<file path="src/rtl/spi_master_ctrl.sv">
// SPI master: sequences MSB-first byte frames in all CPOL/CPHA modes with a CLK_DIV sck divider.
// Optional macro SPI_CS_GAP_EN adds a GAP state holding cs high for CS_GAP clk cycles between frames.
module spi_master_ctrl #(
    parameter logic CPOL    = 1'b0,
    parameter logic CPHA    = 1'b0,
    parameter int   CLK_DIV = 2,
    parameter int   CS_GAP  = 4
) (
    input  logic       clk,
    input  logic       rst,
    input  logic [7:0] tx_data,
    input  logic       tx_last,
    input  logic       tx_valid,
    output logic       tx_ready,
    output logic [7:0] rx_data,
    output logic       rx_valid,
    output logic       busy,
    output logic       sck,
    output logic       cs,
    output logic       mosi,
    input  logic       miso
);

    typedef enum logic [2:0] {
        ST_IDLE,
        ST_SETUP,
        ST_XFER,
        ST_HOLD,
        ST_WAIT
`ifdef SPI_CS_GAP_EN
        , ST_GAP
`endif
    } state_t;

    localparam logic [7:0] DIV_LAST = 8'(CLK_DIV - 1);

    state_t     state_q, state_d;
    logic [7:0] div_q, div_d;
    logic [2:0] bit_q, bit_d;
    logic       trail_q, trail_d;
    logic [7:0] shift_q, shift_d;
    logic       last_q, last_d;
    logic [7:0] rx_shift_q, rx_shift_d;
    logic [7:0] rx_data_q, rx_data_d;
    logic       rx_valid_q, rx_valid_d;
    logic       sck_q, sck_d;
    logic       cs_q, cs_d;
    logic       mosi_q, mosi_d;
    logic       half_done;
    logic       handshake;
`ifdef SPI_CS_GAP_EN
    localparam logic [7:0] GAP_LAST = 8'(CS_GAP - 1);
    logic [7:0] gap_q, gap_d;
`endif

    assign tx_ready  = !rst && ((state_q == ST_IDLE) || (state_q == ST_WAIT));
    assign handshake = tx_valid && tx_ready;
    assign half_done = (div_q == DIV_LAST);

    always_comb begin
        // NOTE: every *_d is given its hold value first so no path through the case infers a latch.
        state_d    = state_q;
        div_d      = div_q;
        bit_d      = bit_q;
        trail_d    = trail_q;
        shift_d    = shift_q;
        last_d     = last_q;
        rx_shift_d = rx_shift_q;
        rx_data_d  = rx_data_q;
        rx_valid_d = 1'b0;
        sck_d      = sck_q;
        cs_d       = cs_q;
        mosi_d     = mosi_q;
`ifdef SPI_CS_GAP_EN
        gap_d      = gap_q;
`endif
        case (state_q)
            ST_IDLE, ST_WAIT: begin
                if (handshake) begin
                    state_d = ST_SETUP;
                    shift_d = tx_data;
                    last_d  = tx_last;
                    cs_d    = 1'b0;
                    div_d   = '0;
                    if (!CPHA) mosi_d = tx_data[7];
                end
            end
            ST_SETUP: begin
                if (half_done) begin
                    state_d = ST_XFER;
                    div_d   = '0;
                end else begin
                    div_d = div_q + 8'd1;
                end
            end
            ST_XFER: begin
                if (!half_done) begin
                    div_d = div_q + 8'd1;
                end else begin
                    div_d = '0;
                    sck_d = ~sck_q;
                    if (!trail_q) begin
                        trail_d = 1'b1;
                        if (CPHA) begin
                            mosi_d  = shift_q[7];
                            shift_d = {shift_q[6:0], 1'b0};
                        end else begin
                            rx_shift_d = {rx_shift_q[6:0], miso};
                        end
                    end else begin
                        trail_d = 1'b0;
                        if (CPHA) rx_shift_d = {rx_shift_q[6:0], miso};
                        if (bit_q == 3'd0) begin
                            state_d = ST_HOLD;
                            bit_d   = 3'd7;
                        end else begin
                            bit_d = bit_q - 3'd1;
                            if (!CPHA) begin
                                mosi_d  = shift_q[6];
                                shift_d = {shift_q[6:0], 1'b0};
                            end
                        end
                    end
                end
            end
            ST_HOLD: begin
                if (!half_done) begin
                    div_d = div_q + 8'd1;
                end else begin
                    div_d      = '0;
                    rx_data_d  = rx_shift_q;
                    rx_valid_d = 1'b1;
                    if (last_q) begin
                        cs_d = 1'b1;
`ifdef SPI_CS_GAP_EN
                        if (CS_GAP != 0) begin
                            state_d = ST_GAP;
                            gap_d   = '0;
                        end else begin
                            state_d = ST_IDLE;
                        end
`else
                        state_d = ST_IDLE;
`endif
                    end else begin
                        state_d = ST_WAIT;
                    end
                end
            end
`ifdef SPI_CS_GAP_EN
            ST_GAP: begin
                if (gap_q == GAP_LAST) state_d = ST_IDLE;
                else                   gap_d   = gap_q + 8'd1;
            end
`endif
            default: state_d = ST_IDLE;
        endcase
    end

    always_ff @(posedge clk) begin
        // NOTE: sequential state is written only with <= so all flops update together at the edge.
        if (rst) begin
            state_q    <= ST_IDLE;
            div_q      <= '0;
            bit_q      <= 3'd7;
            trail_q    <= 1'b0;
            shift_q    <= '0;
            last_q     <= 1'b0;
            rx_shift_q <= '0;
            rx_data_q  <= '0;
            rx_valid_q <= 1'b0;
            sck_q      <= CPOL;
            cs_q       <= 1'b1;
            mosi_q     <= 1'b0;
`ifdef SPI_CS_GAP_EN
            gap_q      <= '0;
`endif
        end else begin
            state_q    <= state_d;
            div_q      <= div_d;
            bit_q      <= bit_d;
            trail_q    <= trail_d;
            shift_q    <= shift_d;
            last_q     <= last_d;
            rx_shift_q <= rx_shift_d;
            rx_data_q  <= rx_data_d;
            rx_valid_q <= rx_valid_d;
            sck_q      <= sck_d;
            cs_q       <= cs_d;
            mosi_q     <= mosi_d;
`ifdef SPI_CS_GAP_EN
            gap_q      <= gap_d;
`endif
        end
    end

    assign busy     = (state_q != ST_IDLE);
    assign rx_data  = rx_data_q;
    assign rx_valid = rx_valid_q;
    assign sck      = sck_q;
    assign cs       = cs_q;
    assign mosi     = mosi_q;

endmodule

</file>
<file path="config.mk">
export PLATFORM = sky130hd
export DESIGN_NAME = spi_master_ctrl
export DESIGN_NICKNAME = d
export VERILOG_FILES = /design/src/rtl/spi_master_ctrl.sv
export SDC_FILE = /design/constraint.sdc
export NUM_CORES = 1
export LEC_CHECK = 0
export ABC_CLOCK_PERIOD_IN_PS = 3200
export CAP_MARGIN = 25
export CORE_MARGIN = 4
export CORE_UTILIZATION = 58
export DETAILED_ROUTE_END_ITERATION = 12
export GPL_ROUTABILITY_DRIVEN = 0
export PLACE_DENSITY = 0.84
export SLEW_MARGIN = 20
export SYNTH_ARGS = -nofsm -noshare
export SYNTH_HDL_FRONTEND = slang
export SYNTH_SLANG_ARGS = --single-unit
</file>
<file path="constraint.sdc">
create_clock -name clk -period 3.2 [get_ports clk]
set_input_delay 0.64 -clock clk [delete_from_list [all_inputs] [get_ports clk]]
set_output_delay 0.64 -clock clk [all_outputs]
set_load 0.01 [all_outputs]
</file>
Yosys cells after proc, flatten, opt, wreduce, memory -nomap -nowiden
Cells that the tools add are included.
W data, S select, Z words.
{"block": "word_totals", "ff_bits": 43, "in_bits": 13, "output_inout_bits": 14, "elab_cells": 80}
{"block": "classes", "reduce_logical": 22, "muxes": 28, "bitwise": 3, "eq_ne": 13, "addsub": 2}
{"cell": "$mux W7", "count": 4}
{"cell": "$mux W3", "count": 8}
{"cell": "$mux W8", "count": 2}
{"cell": "$ne A2 B2 Y1 const B", "count": 8}
{"cell": "$pmux W8 S2", "count": 1}
{"cell": "$pmux W7 S2", "count": 1}
{"cell": "$pmux W3 S4", "count": 1}
{"cell": "$mux W1", "count": 9}
{"cell": "$add A8 B1 Y8 const B", "count": 1}
{"cell": "$eq A8 B1 Y1 const B", "count": 1}
{"cell": "$reduce_and A2 Y1", "count": 4}
{"cell": "$eq A3 B2 Y1 const B", "count": 2}
{"cell": "$logic_not A3 Y1", "count": 2}
{"cell": "$reduce_and A3 Y1", "count": 2}
{"cell": "$reduce_and A6 Y1", "count": 1}
{"cell": "$reduce_bool A2 Y1", "count": 3}
{"cell": "$reduce_and A5 Y1", "count": 1}
{"cell": "$pmux W1 S2", "count": 2}
{"cell": "$reduce_and A4 Y1", "count": 1}
{"cell": "$reduce_or A2 Y1", "count": 2}
{"cell": "$eq A3 B1 Y1 const B", "count": 1}
{"cell": "$eq A3 B3 Y1 const B", "count": 1}
{"cell": "$not A1 Y1", "count": 3}
{"cell": "$reduce_bool A3 Y1", "count": 1}
{"cell": "5 further kinds", "count": 6}

Depth between registers and ports, before layout
Gate-level depths: netlist of run 1.
{"block": "logic_depth", "depth_word": 6, "ltp_mapped": 8, "depth_no_buf": 7}

Worst setup path after synthesis of run 1
No wires, ideal clock.
{"block": "synth_timing", "kind": "input -> register", "startpoint": "input rst", "endpoint": "register mosi_q (netlist: mosi)", "setup_ps": 58, "stages": 5, "required_ps": 3142, "path_buffers": 2, "arrival_ps": 1969, "path_slack_ps": 1173, "cell_sequence": "clkbuf_1 or4b_1 clkbuf_1 a2111oi_0 a31o_2"}
{"block": "synth_between", "elab_chain_len": 5}
{"item": "start, declared", "line_no": "10", "rtl": "input logic rst,"}
{"item": "$logic_not A1 Y1", "line_no": "56", "rtl": "assign tx_ready = !rst && ((state_q == ST_IDLE) || (state_q == ST_WAIT));"}
{"item": "$logic_and A1 B1 Y1", "line_no": "56"}
{"item": "$logic_and A1 B1 Y1", "line_no": "57", "rtl": "assign handshake = tx_valid && tx_ready;"}
{"item": "$ne A2 B2 Y1 (no source line)"}
{"item": "$reduce_and A5 Y1 (no source line)"}
{"item": "end signal, assigned", "line_no": "190", "rtl": "mosi_q <= mosi_d;"}
{"item": "end, declared", "line_no": "48", "rtl": "logic mosi_q, mosi_d;"}
Several ways; a longest one is shown, not always the timed one.
A chain may end at the register's enable or synchronous reset.

Worst setup path after layout of run 1
{"block": "layout_timing", "startpoint": "input rst", "endpoint": "output tx_ready"}
{"block": "layout_between", "elab_chain_len": 2}
{"item": "$logic_not A1 Y1", "line_no": "56"}
{"item": "$logic_and A1 B1 Y1", "line_no": "56"}
{"item": "end, declared", "line_no": "14", "rtl": "output logic tx_ready,"}
Every way passes these cells.

==> results.yml, run 1 <==
run_status:
  outcome: "completed"
grt:
  track_usage_pct: 20.9
  antenna_found_initial: 0
  overflow: 0
  grt_pass1_wl_um: 7130
  grt_max_degree: 33
  grt_pass1_vias: 1562
sta:
  fin_crit_sh_pct: 79.8
  slew_headroom_pct: 57.2
  max_freq_ghz: 0.391
  drv_slew: 0
  fin_setup_tns_ns: 0
  max_slew.worst_pin.slew_ns: 0.639
  period_minus_slack_ns: 2.55
  setup_viol: 0
  rsz0062_at_grt: "no"
  skew_ns: 0.0154
  hold_violations: 0
layout:
  design_area_um2: 2350
  final_common_cell: "dfxtp_1"
  area_growth_pct: 16.7
  fill_cells: 277
  final_cell_mix: "dfxtp_1 (43), nor2_1 (32), clkdlybuf4s50_1 (26)"
  drive_gt1_share_pct: 10.8
  nNetsFinal: 267
  antenna_cells: 0
cts:
  cts_tree: "done"
  hold_buffers: 0
  cts.path.max_buffers: 2
  postCtsSetupRepairBufs: 0
  path_clk_slew_ns: 0.13
  cts_root_buf: "clkbuf_4"
  htreeDepth: 2
  cts_repair_resize_count: 0
  cts_made_buffers: 5
  worstSkewPairLatency_ns: 0.36
  cts.sinks: 43
hold_path:
  hold_path.class: "flop to flop"
  hold_start: "rx_shift_q[1]"
die:
  die_h_um: 66.9
  rows: 21
  io-pin-count: 27
  dieArea_um2: 4470
  start_util_pct: 60.3
  coreArea_um2: 3340
  die_w_um: 66.9
yosys:
  synth_edf_count: 0
  synth_nets: 245
  synth_cell_type_count: 46
  synth_compound_area_share_pct: 18.7
  synth_xor_xnor_area_share_pct: 0.871
  synth_warnings: 0
  synthSimpleGateAreaFrac_pct: 24.2
  synth_top_family_by_area: "simple AND/OR/NAND/NOR gates"
  synth_fa_ha_area_share_pct: 2.49
  synth_area_per_cell_um2: 8.82
  ys_seq_area_share_pct: 42.8
  synthMuxAreaShare_pct: 6.47
  syn_inst: 228
  synth_flop_cell: "dfxtp_1"
  synth_seq_cells: 43
  syn_area_um2: 2010
  async_reset_ff_share_pct: 0
setup_path:
  ff2ff_setup_slack_ns: 0.98
  arrival_ns: 1.91
  startpoint_type: "input port"
  worstSetupPathType: "input port to output pin"
  required_ns: 2.56
  setup.worst_path.start: "rst"
  cp_common_cell: "clkdlybuf4s50_1"
  worst_setup_path_end_kind: "output pin"
  crit_path_top_delay_cell: "clkdlybuf4s50_1"
  max_stage_delay_ns: 0.58
  cp_num_buf_inv: 2
  cpLargestDelayFamily: "buffers and inverters"
  worstPathMaxFanout: 4
  crit_chain: "clkdlybuf4s50_1 -> nor3_1 -> clkdlybuf4s50_1"
  r2r-start: "state_q[1]"
placement:
  dpl_cell_area_um2: 2290
  port_buffers: 26
  dp_hpwl_um: 2990
power_and_ir_drop:
  clkPwrFrac_pct: 20.4
  seqPwrFrac_pct: 49.1
  cellPowerDensity_nw_per_um2: 539
  netSwitchingFraction_pct: 34.7
  p_int_uw: 825
  leakage_uw: 0.000951
  power_switching_uw: 439
  peakVddDrop_mv: 0.326
  p_comb_share_pct: 30.4
detailed_routing:
  viasPerCell: 5.72
  first_pass_iters: 4
  dr.first_iter.drc_count: 140
  num_vias: 1699
  drt-total-wl_um: 4130
  drc_errors: 0
  wl_per_cell_um: 13.9
  antenna_left: 0
flow_run:
  max-cap-violations: 0
## metrics by stage
| step | utilization [%] | power [µW] | std cells | worst slack [ns] | hold WS [ns] |
|---|---|---|---|---|---|
| 6_report | 70.3 | 1260 | 297 | 0.645 | 0.466 |
| 4_1_cts | 70.3 | 1270 | 297 | 0.612 | 0.467 |
| 2_1_floorplan | - | 899 | 228 | 1.17 | 0.441 |
| 3_5_place_dp | 68.6 | 1010 | 289 | 0.618 | 0.460 |
| 5_1_grt | 70.3 | 1350 | 297 | 0.604 | 0.501 |
| 3_3_place_gp | 68.6 | 1010 | 289 | 0.624 | 0.454 |
## synthesized netlist by cell type (all sizes together), types with 2 or more instances
cell / count / share of area, %
a2111oi: 6 / 2.6
nor2: 32 / 6.0
inv: 7 / 1.3
xor2: 2 / 0.87
o21ai: 12 / 3.0
nand2: 21 / 3.9
ha: 4 / 2.5
nand2b: 3 / 0.93
nand4: 4 / 1.6
a31oi: 4 / 1.2
dfxtp: 43 / 43
or4b: 3 / 1.7
nand3: 9 / 2.2
nor4b: 3 / 2.4
mux2i: 13 / 6.5
clkbuf: 7 / 1.3
nor3: 4 / 1.2
a21oi: 17 / 4.2
a31o: 7 / 3.0
a211oi: 3 / 1.1
buf: 7 / 1.8
nor3b: 2 / 1.0
## routing by layer
layer | vias to the layer above | global-route usage, % | wire length (µm)
li1 | 866 | - | -
met2 | 26 | 33.2 | 1970
met1 | 800 | 27.7 | 1940
met3 | 7 | 5.56 | 164
met5 | - | 0 | 0
met4 | 0 | 6.08 | 52
## power groups by stage
stage / combinational [µW] / clock (µW) / sequential (µW)
global placement: 375 / 0 / 633
detailed placement: 381 / 0 / 633
global route: 432 / 287 / 629
floorplan: 290 / 0 / 609
finish: 385 / 258 / 621
CTS: 383 / 267 / 621
## cell families (layout without fill, tap and decap cells)
family	Yosys count	after routing
DFF	43	43
buffers and inverters	21	44
xor gates and xnor gates	2	2
AOI/OAI and AO/OA	57	57
and+or+nand+nor	88	88
adders and majority gates	4	4
muxes	13	13
## final cells by class
cell class	instances	area (µm²)	share of cell area, %
clock buffers	5	37.5	1.60
clock inverters	3	20.0	0.853
inverters	7	26.3	1.12
multi-input cells	164	1060	45.2
flip-flops and latches	43	861	36.7
well taps	46	57.6	2.45
repair buffers	29	283	12.1
## tightest hold or removal path: cells and delay by family, from the launching register on
family | cells | cell delay (ns)
compound gates | 1 | 0.05
simple gates | 1 | 0.06
flops | 1 | 0.34
## sequential cells by signal, indices dropped and copies added, names as in the netlist
signal and flops:
div_q 8, rx_data 8, rx_shift_q 8, shift_q 7, bit_q 3, state_q 3
cs 1, last_q 1, mosi 1, rx_valid 1, sck 1, trail_q 1
## path summary, 6_finish.rpt
| check | endpoint | cells after the start |
|---|---|---|
| setup / recovery | tx_ready | 3 |
| hold / removal | rx_shift_q[2] | 2 |
| setup reg to reg | shift_q[3] | 4 |
| hold reg to reg | rx_shift_q[2] | 2 |
(Power assumes the default switching activity.)
==> run 2, diff against run 1 <==
Settings changed: ABC_CLOCK_PERIOD_IN_PS 3200 to 2300, CORE_UTILIZATION 58 to 49, PLACE_DENSITY 0.84 to 0.75.
Clock period 3.2 ns to 2.3 ns, I/O delays scaled along.
==> results.yml, run 2 (synthesis results as in run 1) <==
grt:
  grt_pass1_wl_um: 7130
  antenna_found_initial: 0
  grt_max_degree: 25
  track_usage_pct: 17.1
  overflow: 0
  grt_pass1_vias: 1642
cts:
  worstSkewPairLatency_ns: 0.29
  cts_root_buf: "clkbuf_8"
  htreeDepth: 2
  cts_tree: "done"
  cts_repair_resize_count: 0
  hold_buffers: 0
  cts.path.max_buffers: 2
  cts_made_buffers: 5
  postCtsSetupRepairBufs: 0
  path_clk_slew_ns: 0.08
  cts.sinks: 43
setup_path:
  cpLargestDelayFamily: "simple AND/OR/NAND/NOR gates"
  worst_setup_path_end_kind: "flop"
  cp_num_buf_inv: 0
  required_ns: 2.48
  startpoint_type: "flop"
  max_stage_delay_ns: 0.43
  worstSetupPathType: "flop to flop"
  worstPathMaxFanout: 8
  crit_path_top_delay_cell: "dfxtp_1"
  crit_chain: "ha_1 -> nor4b_4 -> nand4_2 -> and2_1 -> a32o_1"
  arrival_ns: 2.28
layout:
  area_growth_pct: 21.3
  drive_gt1_share_pct: 13.1
  antenna_cells: 0
  final_common_cell: "dfxtp_1"
  nNetsFinal: 275
  final_cell_mix: "dfxtp_1 (43), nor2_1 (32), clkdlybuf4s50_1 (26)"
  final_core_util_pct: 61.4
die:
  io-pin-count: 27
  coreArea_um2: 3970
  die_w_um: 72.1
  dieArea_um2: 5190
  die_h_um: 72.1
  start_util_pct: 50.6
  rows: 23
power_and_ir_drop:
  clkPwrFrac_pct: 24.2
  netSwitchingFraction_pct: 32.6
  p_comb_share_pct: 30.3
  power_switching_uw: 619
  seqPwrFrac_pct: 45.5
  p_int_uw: 1280
  peakVddDrop_mv: 0.485
  leakage_uw: 0.00100
  cellPowerDensity_nw_per_um2: 780
sta:
  max_slew.worst_pin.slew_ns: 0.517
  rsz0062_at_grt: "no"
  skew_ns: 0.00285
  max_freq_ghz: 0.476
  setup_viol: 0
  hold_violations: 0
  slew_headroom_pct: 65.3
  period_minus_slack_ns: 2.10
  fin_setup_tns_ns: 0
  drv_slew: 0
  fin_crit_sh_pct: 91.4
flow_run:
  max-cap-violations: 0
detailed_routing:
  routed.top_layer: "met4"
  num_vias: 1758
  drt-total-wl_um: 4280
  dr.first_iter.drc_count: 149
  wl_per_cell_um: 13.8
  viasPerCell: 5.69
  route.met2.wl_um: 2070
  drt-met1-wl_um: 1940
  antenna_left: 0
  wl_met3_um: 204
  drc_errors: 0
  first_pass_iters: 4
placement:
  port_buffers: 26
  dp_hpwl_um: 3070
run_status:
  outcome: "completed"
hold_path:
  hold_path.class: "flop to flop"
run 2: cell types whose count changed in the layout (fill, tap and decap cells not counted), sizes merged:
cell / change
clkinvlp: -1
buf: +8
clkbuf: +1
run 2: stage by stage:
step                instances  hold slack [ns]  cell area (µm²)  power, µW  worst slack [ns]
finish                    309            0.467             2440       1900             0.199
global route              309            0.503             2440       2010          0.000977
CTS                       309            0.471             2440       1910             0.186
detailed placement        301            0.457             2350       1460            0.0379
global placement          301            0.452             2350       1440            0.0621
floorplan                 228            0.441             2010       1250             0.453
run 2: power by group through the flow:
stage                     registers (µW)  clock network [µW]  logic, µW
after floorplan                      847                   0        404
after global placement               878                   0        565
after detailed placement             883                   0        575
after CTS                            866                 472        578
after global routing                 875                 504        629
final                                866                 460        577
run 2: final timing paths:
check	startpoint	to	slack [ns]	cells after the start
setup reg to reg	div_q[0]	shift_q[0]	0.20	5
hold / removal	rx_shift_q[4]	rx_shift_q[5]	0.47	2
hold reg to reg	rx_shift_q[4]	rx_shift_q[5]	0.47	2
setup / recovery	div_q[0]	shift_q[0]	0.20	5
run 2: layout make-up:
class,instances,area (µm²)
multi-input combinational,164,1060
fill,351,1530
timing repair buffer,37,343
sequential,43,861
tap,50,62.6
clock buffer,6,72.6
inverter,7,26.3
clock inverter,2,12.5
run 2: metal layers:
metal  GRT usage (%)  vias up
met4            5.43        0
met2            29.5       40
met5               0        -
met3            4.16        6
li1                -      883
met1            21.0      829
run 2: worst reg2reg max path, cell delays in order (launching register included):
cell and delay (ns):
dfxtp_1 0.43, ha_1 0.21, nor4b_4 0.42, nand4_2 0.29, and2_1 0.34, a32o_1 0.30
